File: config.mk
export PLATFORM = sky130hd
export DESIGN_NAME = hazard_stall_ctrl
export DESIGN_NICKNAME = d
export VERILOG_FILES = /design/src/rtl/hazard_stall_ctrl_pkg.sv /design/src/rtl/hazard_stall_ctrl_md_busy_timer.sv /design/src/rtl/hazard_stall_ctrl.sv
export SDC_FILE = /design/constraint.sdc
export NUM_CORES = 1
export LEC_CHECK = 0
export CAP_MARGIN = 30
export CORE_MARGIN = 2
export CORE_UTILIZATION = 45
export CTS_BUF_LIST = sky130_fd_sc_hd__clkbuf_2 sky130_fd_sc_hd__clkbuf_4 sky130_fd_sc_hd__clkbuf_8
export DETAILED_ROUTE_END_ITERATION = 7
export GPL_ROUTABILITY_DRIVEN = 0
export PLACE_DENSITY_LB_ADDON = 0.15
export SLEW_MARGIN = 20
export SYNTH_ARGS = -nofsm -noshare
export SYNTH_HDL_FRONTEND = slang
export SYNTH_SLANG_ARGS = --single-unit
File: constraint.sdc
create_clock -name clk -period 3.8 [get_ports clk]
set_clock_uncertainty 0.05 [all_clocks]
set_input_delay 1.14 -clock clk [delete_from_list [all_inputs] [get_ports clk]]
set_output_delay 1.14 -clock clk [all_outputs]
set_load 0.02 [all_outputs]
File: src/rtl/hazard_stall_ctrl_pkg.sv
`default_nettype none
// ============================================================================
//  Module      : hazard_stall_ctrl_pkg
//  Description : Shared widths, constants and helpers for the 5-stage MIPS
//                pipeline stall controller (hazard_stall_ctrl and its
//                md_busy_timer sub-module).
//  Revision    : 1.0 - initial release
// ============================================================================
package hazard_stall_ctrl_pkg;

    localparam int TUSE_W     = 2;
    localparam int TNEW_W     = 2;
    localparam int REG_ADDR_W = 5;
    localparam int MD_CNT_W   = 4;

    // A Tuse of 3 marks a source operand the instruction never reads.
    localparam logic [TUSE_W-1:0]     TUSE_NONE = 2'd3;
    localparam logic [REG_ADDR_W-1:0] REG_ZERO  = 5'd0;

    localparam int MULT_CYCLES_DEF = 5;
    localparam int DIV_CYCLES_DEF  = 10;

    // Shadow copy of an in-flight producer: destination GPR and remaining Tnew.
    typedef struct packed {
        logic [REG_ADDR_W-1:0] dst;
        logic [TNEW_W-1:0]     tnew;
    } prod_slot_t;

    // Tnew as seen one stage later; saturates at zero instead of wrapping.
    function automatic logic [TNEW_W-1:0] tnew_age(input logic [TNEW_W-1:0] t);
        return (t == '0) ? '0 : t - TNEW_W'(1);
    endfunction

    // A source operand must wait if either tracked producer writes it and
    // will not have the value ready by the time the operand is consumed.
    function automatic logic src_hazard(
        input logic [REG_ADDR_W-1:0] addr,
        input logic [TUSE_W-1:0]     tuse,
        input prod_slot_t            slot_e,
        input prod_slot_t            slot_m
    );
        logic hit_e;
        logic hit_m;
        hit_e = (addr == slot_e.dst) && (tuse < slot_e.tnew);
        hit_m = (addr == slot_m.dst) && (tuse < slot_m.tnew);
        return (addr != REG_ZERO) && (tuse != TUSE_NONE) && (hit_e || hit_m);
    endfunction

endpackage
`default_nettype wire

File: src/rtl/hazard_stall_ctrl_md_busy_timer.sv
`default_nettype none
// ============================================================================
//  Module      : md_busy_timer
//  Description : Occupancy tracker for the multiply/divide unit. Records
//                whether the instruction now in E starts an MD operation and
//                counts down the remaining busy cycles once it has left E.
//  Ports       : clk, reset     - clock, synchronous active-high reset
//                md_issue_i     - an MD start instruction enters E this edge
//                md_is_div_i    - that instruction is div/divu
//                md_busy_o      - MD unit occupied this cycle
//  Revision    : 1.0 - initial release
// ============================================================================
module md_busy_timer
    import hazard_stall_ctrl_pkg::*;
#(
    parameter int MULT_CYCLES = MULT_CYCLES_DEF,
    parameter int DIV_CYCLES  = DIV_CYCLES_DEF
) (
    input  logic clk,
    input  logic reset,
    input  logic md_issue_i,
    input  logic md_is_div_i,
    output logic md_busy_o
);

    // The counter is MD_CNT_W bits wide; cycle counts above 15 do not fit.
    localparam logic [MD_CNT_W-1:0] MULT_LOAD = MD_CNT_W'(MULT_CYCLES);
    localparam logic [MD_CNT_W-1:0] DIV_LOAD  = MD_CNT_W'(DIV_CYCLES);

    logic                md_start_e_q, md_start_e_d;
    logic                md_div_e_q,   md_div_e_d;
    logic [MD_CNT_W-1:0] md_cnt_q,     md_cnt_d;

    always_comb begin
        md_start_e_d = md_issue_i;
        md_div_e_d   = md_issue_i & md_is_div_i;
        md_cnt_d     = md_cnt_q;
        // The countdown is loaded as the operation leaves E, so total
        // occupancy is one cycle in E plus the loaded count.
        if (md_start_e_q) begin
            md_cnt_d = md_div_e_q ? DIV_LOAD : MULT_LOAD;
        end else if (md_cnt_q != '0) begin
            md_cnt_d = md_cnt_q - MD_CNT_W'(1);
        end
    end

    always_ff @(posedge clk) begin
        if (reset) begin
            md_start_e_q <= 1'b0;
            md_div_e_q   <= 1'b0;
            md_cnt_q     <= '0;
        end else begin
            md_start_e_q <= md_start_e_d;
            md_div_e_q   <= md_div_e_d;
            md_cnt_q     <= md_cnt_d;
        end
    end

    assign md_busy_o = md_start_e_q | (md_cnt_q != '0);

endmodule
`default_nettype wire

File: src/rtl/hazard_stall_ctrl.sv
`default_nettype none
// ============================================================================
//  Module      : hazard_stall_ctrl
//  Description : Stall controller for the 5-stage MIPS core. Keeps a shadow
//                scoreboard (destination GPR + Tnew) of the E and M stages and
//                the MD-unit busy state, and stalls the D-stage instruction
//                when an operand or the MD unit is not ready in time.
//  Ports       : clk, reset            - clock, synchronous active-high reset
//                instr_valid_D         - D holds a real instruction
//                rs/rt_addr_D          - source GPRs of the D instruction
//                tuse_rs/rt_D          - cycles until consumed (3 = unused)
//                dst_addr_D, tnew_D    - destination GPR and Tnew entering E
//                md_start_D/is_div_D   - mult/multu/div/divu in D
//                md_use_D              - mfhi/mflo/mthi/mtlo in D
//                stall                 - freeze PC and F/D register
//                flush_E               - load a bubble into D/E register
//                md_busy               - MD unit occupied
//                stat_data_stalls      - data-hazard stall cycles (option)
//                stat_md_stalls        - MD-hazard stall cycles   (option)
//  Options     : HAZARD_STALL_STATS_EN adds the two 32-bit stall counters.
//  Revision    : 1.0 - initial release
// ============================================================================
module hazard_stall_ctrl
    import hazard_stall_ctrl_pkg::*;
#(
    parameter int MULT_CYCLES = MULT_CYCLES_DEF,
    parameter int DIV_CYCLES  = DIV_CYCLES_DEF
) (
    input  logic                  clk,
    input  logic                  reset,
    input  logic                  instr_valid_D,
    input  logic [REG_ADDR_W-1:0] rs_addr_D,
    input  logic [REG_ADDR_W-1:0] rt_addr_D,
    input  logic [TUSE_W-1:0]     tuse_rs_D,
    input  logic [TUSE_W-1:0]     tuse_rt_D,
    input  logic [REG_ADDR_W-1:0] dst_addr_D,
    input  logic [TNEW_W-1:0]     tnew_D,
    input  logic                  md_start_D,
    input  logic                  md_is_div_D,
    input  logic                  md_use_D,
    output logic                  stall,
    output logic                  flush_E,
    output logic                  md_busy
`ifdef HAZARD_STALL_STATS_EN
    ,
    output logic [31:0]           stat_data_stalls,
    output logic [31:0]           stat_md_stalls
`endif
);

    prod_slot_t e_slot_q, e_slot_d;
    prod_slot_t m_slot_q, m_slot_d;

    logic rs_haz;
    logic rt_haz;
    logic data_haz;
    logic md_haz;
    logic issue;

    // ------------------------------------------------------------------
    // Hazard detection (purely combinational, same-cycle response)
    // ------------------------------------------------------------------
    assign rs_haz   = instr_valid_D & src_hazard(rs_addr_D, tuse_rs_D, e_slot_q, m_slot_q);
    assign rt_haz   = instr_valid_D & src_hazard(rt_addr_D, tuse_rt_D, e_slot_q, m_slot_q);
    assign data_haz = rs_haz | rt_haz;
    assign md_haz   = instr_valid_D & (md_start_D | md_use_D) & md_busy;

    assign stall   = data_haz | md_haz;
    assign flush_E = stall;

    // Only an instruction that actually leaves D is recorded in E.
    assign issue = instr_valid_D & ~stall;

    // ------------------------------------------------------------------
    // Scoreboard slot advance
    // ------------------------------------------------------------------
    always_comb begin
        e_slot_d = '0;
        if (issue) begin
            e_slot_d.dst  = dst_addr_D;
            e_slot_d.tnew = tnew_D;
        end
        m_slot_d.dst  = e_slot_q.dst;
        m_slot_d.tnew = tnew_age(e_slot_q.tnew);
    end

    always_ff @(posedge clk) begin
        if (reset) begin
            e_slot_q <= '0;
            m_slot_q <= '0;
        end else begin
            e_slot_q <= e_slot_d;
            m_slot_q <= m_slot_d;
        end
    end

    // ------------------------------------------------------------------
    // Multiply/divide occupancy
    // ------------------------------------------------------------------
    md_busy_timer #(
        .MULT_CYCLES (MULT_CYCLES),
        .DIV_CYCLES  (DIV_CYCLES)
    ) u_md_busy_timer (
        .clk         (clk),
        .reset       (reset),
        .md_issue_i  (issue & md_start_D),
        .md_is_div_i (md_is_div_D),
        .md_busy_o   (md_busy)
    );

`ifdef HAZARD_STALL_STATS_EN
    // ------------------------------------------------------------------
    // Stall statistics; a cycle with both causes counts in both.
    // ------------------------------------------------------------------
    logic [31:0] stat_data_q, stat_data_d;
    logic [31:0] stat_md_q,   stat_md_d;

    always_comb begin
        stat_data_d = stat_data_q + {31'd0, data_haz};
        stat_md_d   = stat_md_q   + {31'd0, md_haz};
    end

    always_ff @(posedge clk) begin
        if (reset) begin
            stat_data_q <= '0;
            stat_md_q   <= '0;
        end else begin
            stat_data_q <= stat_data_d;
            stat_md_q   <= stat_md_d;
        end
    end

    assign stat_data_stalls = stat_data_q;
    assign stat_md_stalls   = stat_md_q;
`endif

endmodule
`default_nettype wire

==> metrics.txt <==
status=complete, but fails checks; failing checks=setup timing; Worst EP arrival=2.62 ns; cts bufs inserted=3; largest net degree at the start of global routing=13; Layout area overhead=52.4%; Worst Max-Slew Pin Slew=0.471 ns; Die ar.=0.00295 mm^2; critical path startpoint category=primary input; # clock sinks=20; Synthesis Warnings=0; worst min path class=register to register; Tot Pwr=0.821 mW; Initial DRC Count=14; via count=1048; Rel. slew slack=0.685; H-tree levels=1; power density cells=472 mW/mm^2; Routed WL=2850 um; number of max-cap violations=0; TritonCTS clock tree=built; vias in the first global route=1083; die span in x=54.4 um; fin cells=201; CP required=2.61 ns; DRT antenna net count=0; DRC=0; nets@finish=206; Peak VDD IR=517 uV; drt via density=5.21; Period Utilization, post-route=1.00; post-synthesis average cell area=9.28 um^2; initial cell density of the core=0.469; mapped cell area=0.00114 mm^2; register area share after synthesis=0.351; Leakage Power=0.730 nW; fmax=263 MHz; register bit total from synthesis=20; final setup vio count=2; setup ws final=-0.00606 ns; crit path max fanout=3; fin crit period=3.81 ns; clock buffer depth=2; Cell Count Post-Placement=194; worst skew pair latency=0.30 ns; drt wl/cell=14.2 um; Critical Path Sink Type=output pin; Cell variety after synth=29; RSZ-0062 raised after global routing=yes; CTS clk-pin slew, worst paths=0.12 ns; Final Hold Fails=0; DP HPWL=2150 um; critical path type=primary input to output pin; # rows=18; Port Buf Inserts=29; clk root buf=clkbuf_4; syn nets=157; Die H=54.4 um; initial antenna violation count=0; grt ovf=0; io pins=30; first-pass GRT wire length=4640 um; cell count after synthesis=123; drt pass-1 iters=4; Final Max Slew Viols=0; antenna cells=0; fillers=197; layout cells sized above 1=0.298; core box area=0.00243 mm^2; total global routing track utilization=0.222
==> cell families after synthesis <==
| logic type | after synthesis | synth area share |
|---|---|---|
| compound gates | 13 | 0.125 |
| flops | 20 | 0.351 |
| buf+inv | 10 | 0.0362 |
| simple gates | 50 | 0.235 |
| xor+xnor | 23 | 0.177 |
| fa+ha+maj | 7 | 0.0768 |
==> layer usage <==
layer | GRT usage | part of all wire | vias up
li1 | - | - | 520
met1 | 0.257 | 0.43 | 500
met2 | 0.396 | 0.52 | 24
met3 | 0.0383 | 0.038 | 4
met4 | 0.0958 | 0.0091 | 0
met5 | 0 | 0 | -
==> what timing repair did <==
action / CTS / global route
resized for setup: 67 / 11
setup buffers: 2 / 1
endpoints found under the setup margin: 2 / 2
hold buffers: 0 / 0
pin swaps: 17 / 5
hold endpoints to repair: 0 / 0
gates cloned: 0 / 0
==> layout make-up <==
class / instances / area, um^2 / area share
Inverter: 7 / 26.3 / 0.0151
Multi-Input combinational cell: 93 / 808 / 0.465
Tap cell: 30 / 37.5 / 0.0216
Clock inverter: 1 / 30.0 / 0.0173
Timing Repair Buffer: 47 / 414 / 0.238
Clock buffer: 3 / 22.5 / 0.0129
Sequential cell: 20 / 400 / 0.230
==> through the flow <==
stage	hold slack, ns	utilization	TNS, ns	setup WS [ns]	area, um^2
final	0.391	0.715	-0.0116	-0.00606	1740
after global routing	0.437	0.715	-0.149	-0.0757	1740
after CTS	0.389	0.704	-0.0197	-0.0104	1710
after detailed placement	0.372	0.654	-1.82	-0.910	1590
after global placement	0.371	0.654	-1.73	-0.864	1590
after floorplan	0.350	-	-0.146	-0.146	1170
==> cell usage in the layout, fill, tap and decap left out, drive strengths merged <==
master | netlist | layout
buf | 2 | 28
dfxtp | 20 | 20
xor2 | 16 | 16
clkdlybuf4s50 | 0 | 13
nor3 | 11 | 11
nand3 | 10 | 10
nor2 | 10 | 10
inv | 7 | 7
xnor2 | 7 | 7
ha | 7 | 7
nor2b | 6 | 6
clkbuf | 1 | 5
dlygate4sd2 | 0 | 3
nand2b | 3 | 3
o21ai | 3 | 3
a2111oi | 2 | 2
nand4 | 2 | 2
nor4 | 2 | 2
a221oi | 2 | 2
a21oi | 2 | 2
or4 | 2 | 2
or3b | 1 | 1
o31a | 1 | 1
nor3b | 1 | 1
a22oi | 1 | 1
nor4b | 1 | 1
nand2 | 1 | 1
a211oi | 1 | 1
o21a | 1 | 1
bufinv | 0 | 1
clkdlybuf4s15 | 0 | 1
==> flip-flops by register name, indices dropped and copies added (netlist names) <==
register / count
u_md_busy_timer.md_cnt_q: 4
u_md_busy_timer.md_div_e_q: 1
u_md_busy_timer.md_start_e_q: 1
e_slot_q: 7
m_slot_q: 7
==> power by group <==
group	internal, mW	leakage (nW)	switching, mW
combinational	0.189	0.539	0.184
sequential	0.244	0.163	0.0313
clock	0.107	0.0279	0.0667
==> synth_stat cells, drive strengths merged <==
library cell  count  area, um^2
a211oi            1        7.51
clkbuf            1        3.75
a21oi             2        10.0
a2111oi           2        30.0
dfxtp            20         400
o31a              1        8.76
nor4              2        12.5
o21ai             3        18.8
a221oi            2        52.6
nor3b             1        7.51
xnor2             7        61.3
nor2b             6        37.5
nor4b             1        8.76
buf               2        11.3
nor2             10        37.5
a22oi             1        7.51
nand4             2        12.5
or3b              1        8.76
ha                7        87.6
o21a              1        7.51
inv               7        26.3
or4               2        15.0
nor3             11        55.1
nand3            10        50.1
nand2             1        3.75
nand2b            3        18.8
xor2             16         140
==> worst max-delay path: stages <==
cell	delay (ns)
dlygate4sd2_1	0.27
or4_1	0.53
nor2_2	0.19
a221oi_4	0.05
o31a_1	0.28
buf_6	0.14
==> worst paths after layout <==
path | from | endpoint | slack, ns | depth (start not counted)
hold reg to reg | e_slot_q[0] | m_slot_q[0] | 0.39 | 1
setup reg to reg | m_slot_q[1] | e_slot_q[6] | 1.71 | 9
setup / recovery | rs_addr_D[3] | flush_E | -0.006 | 6
hold / removal | e_slot_q[0] | m_slot_q[0] | 0.39 | 1
(Power assumes the default switching activity.)
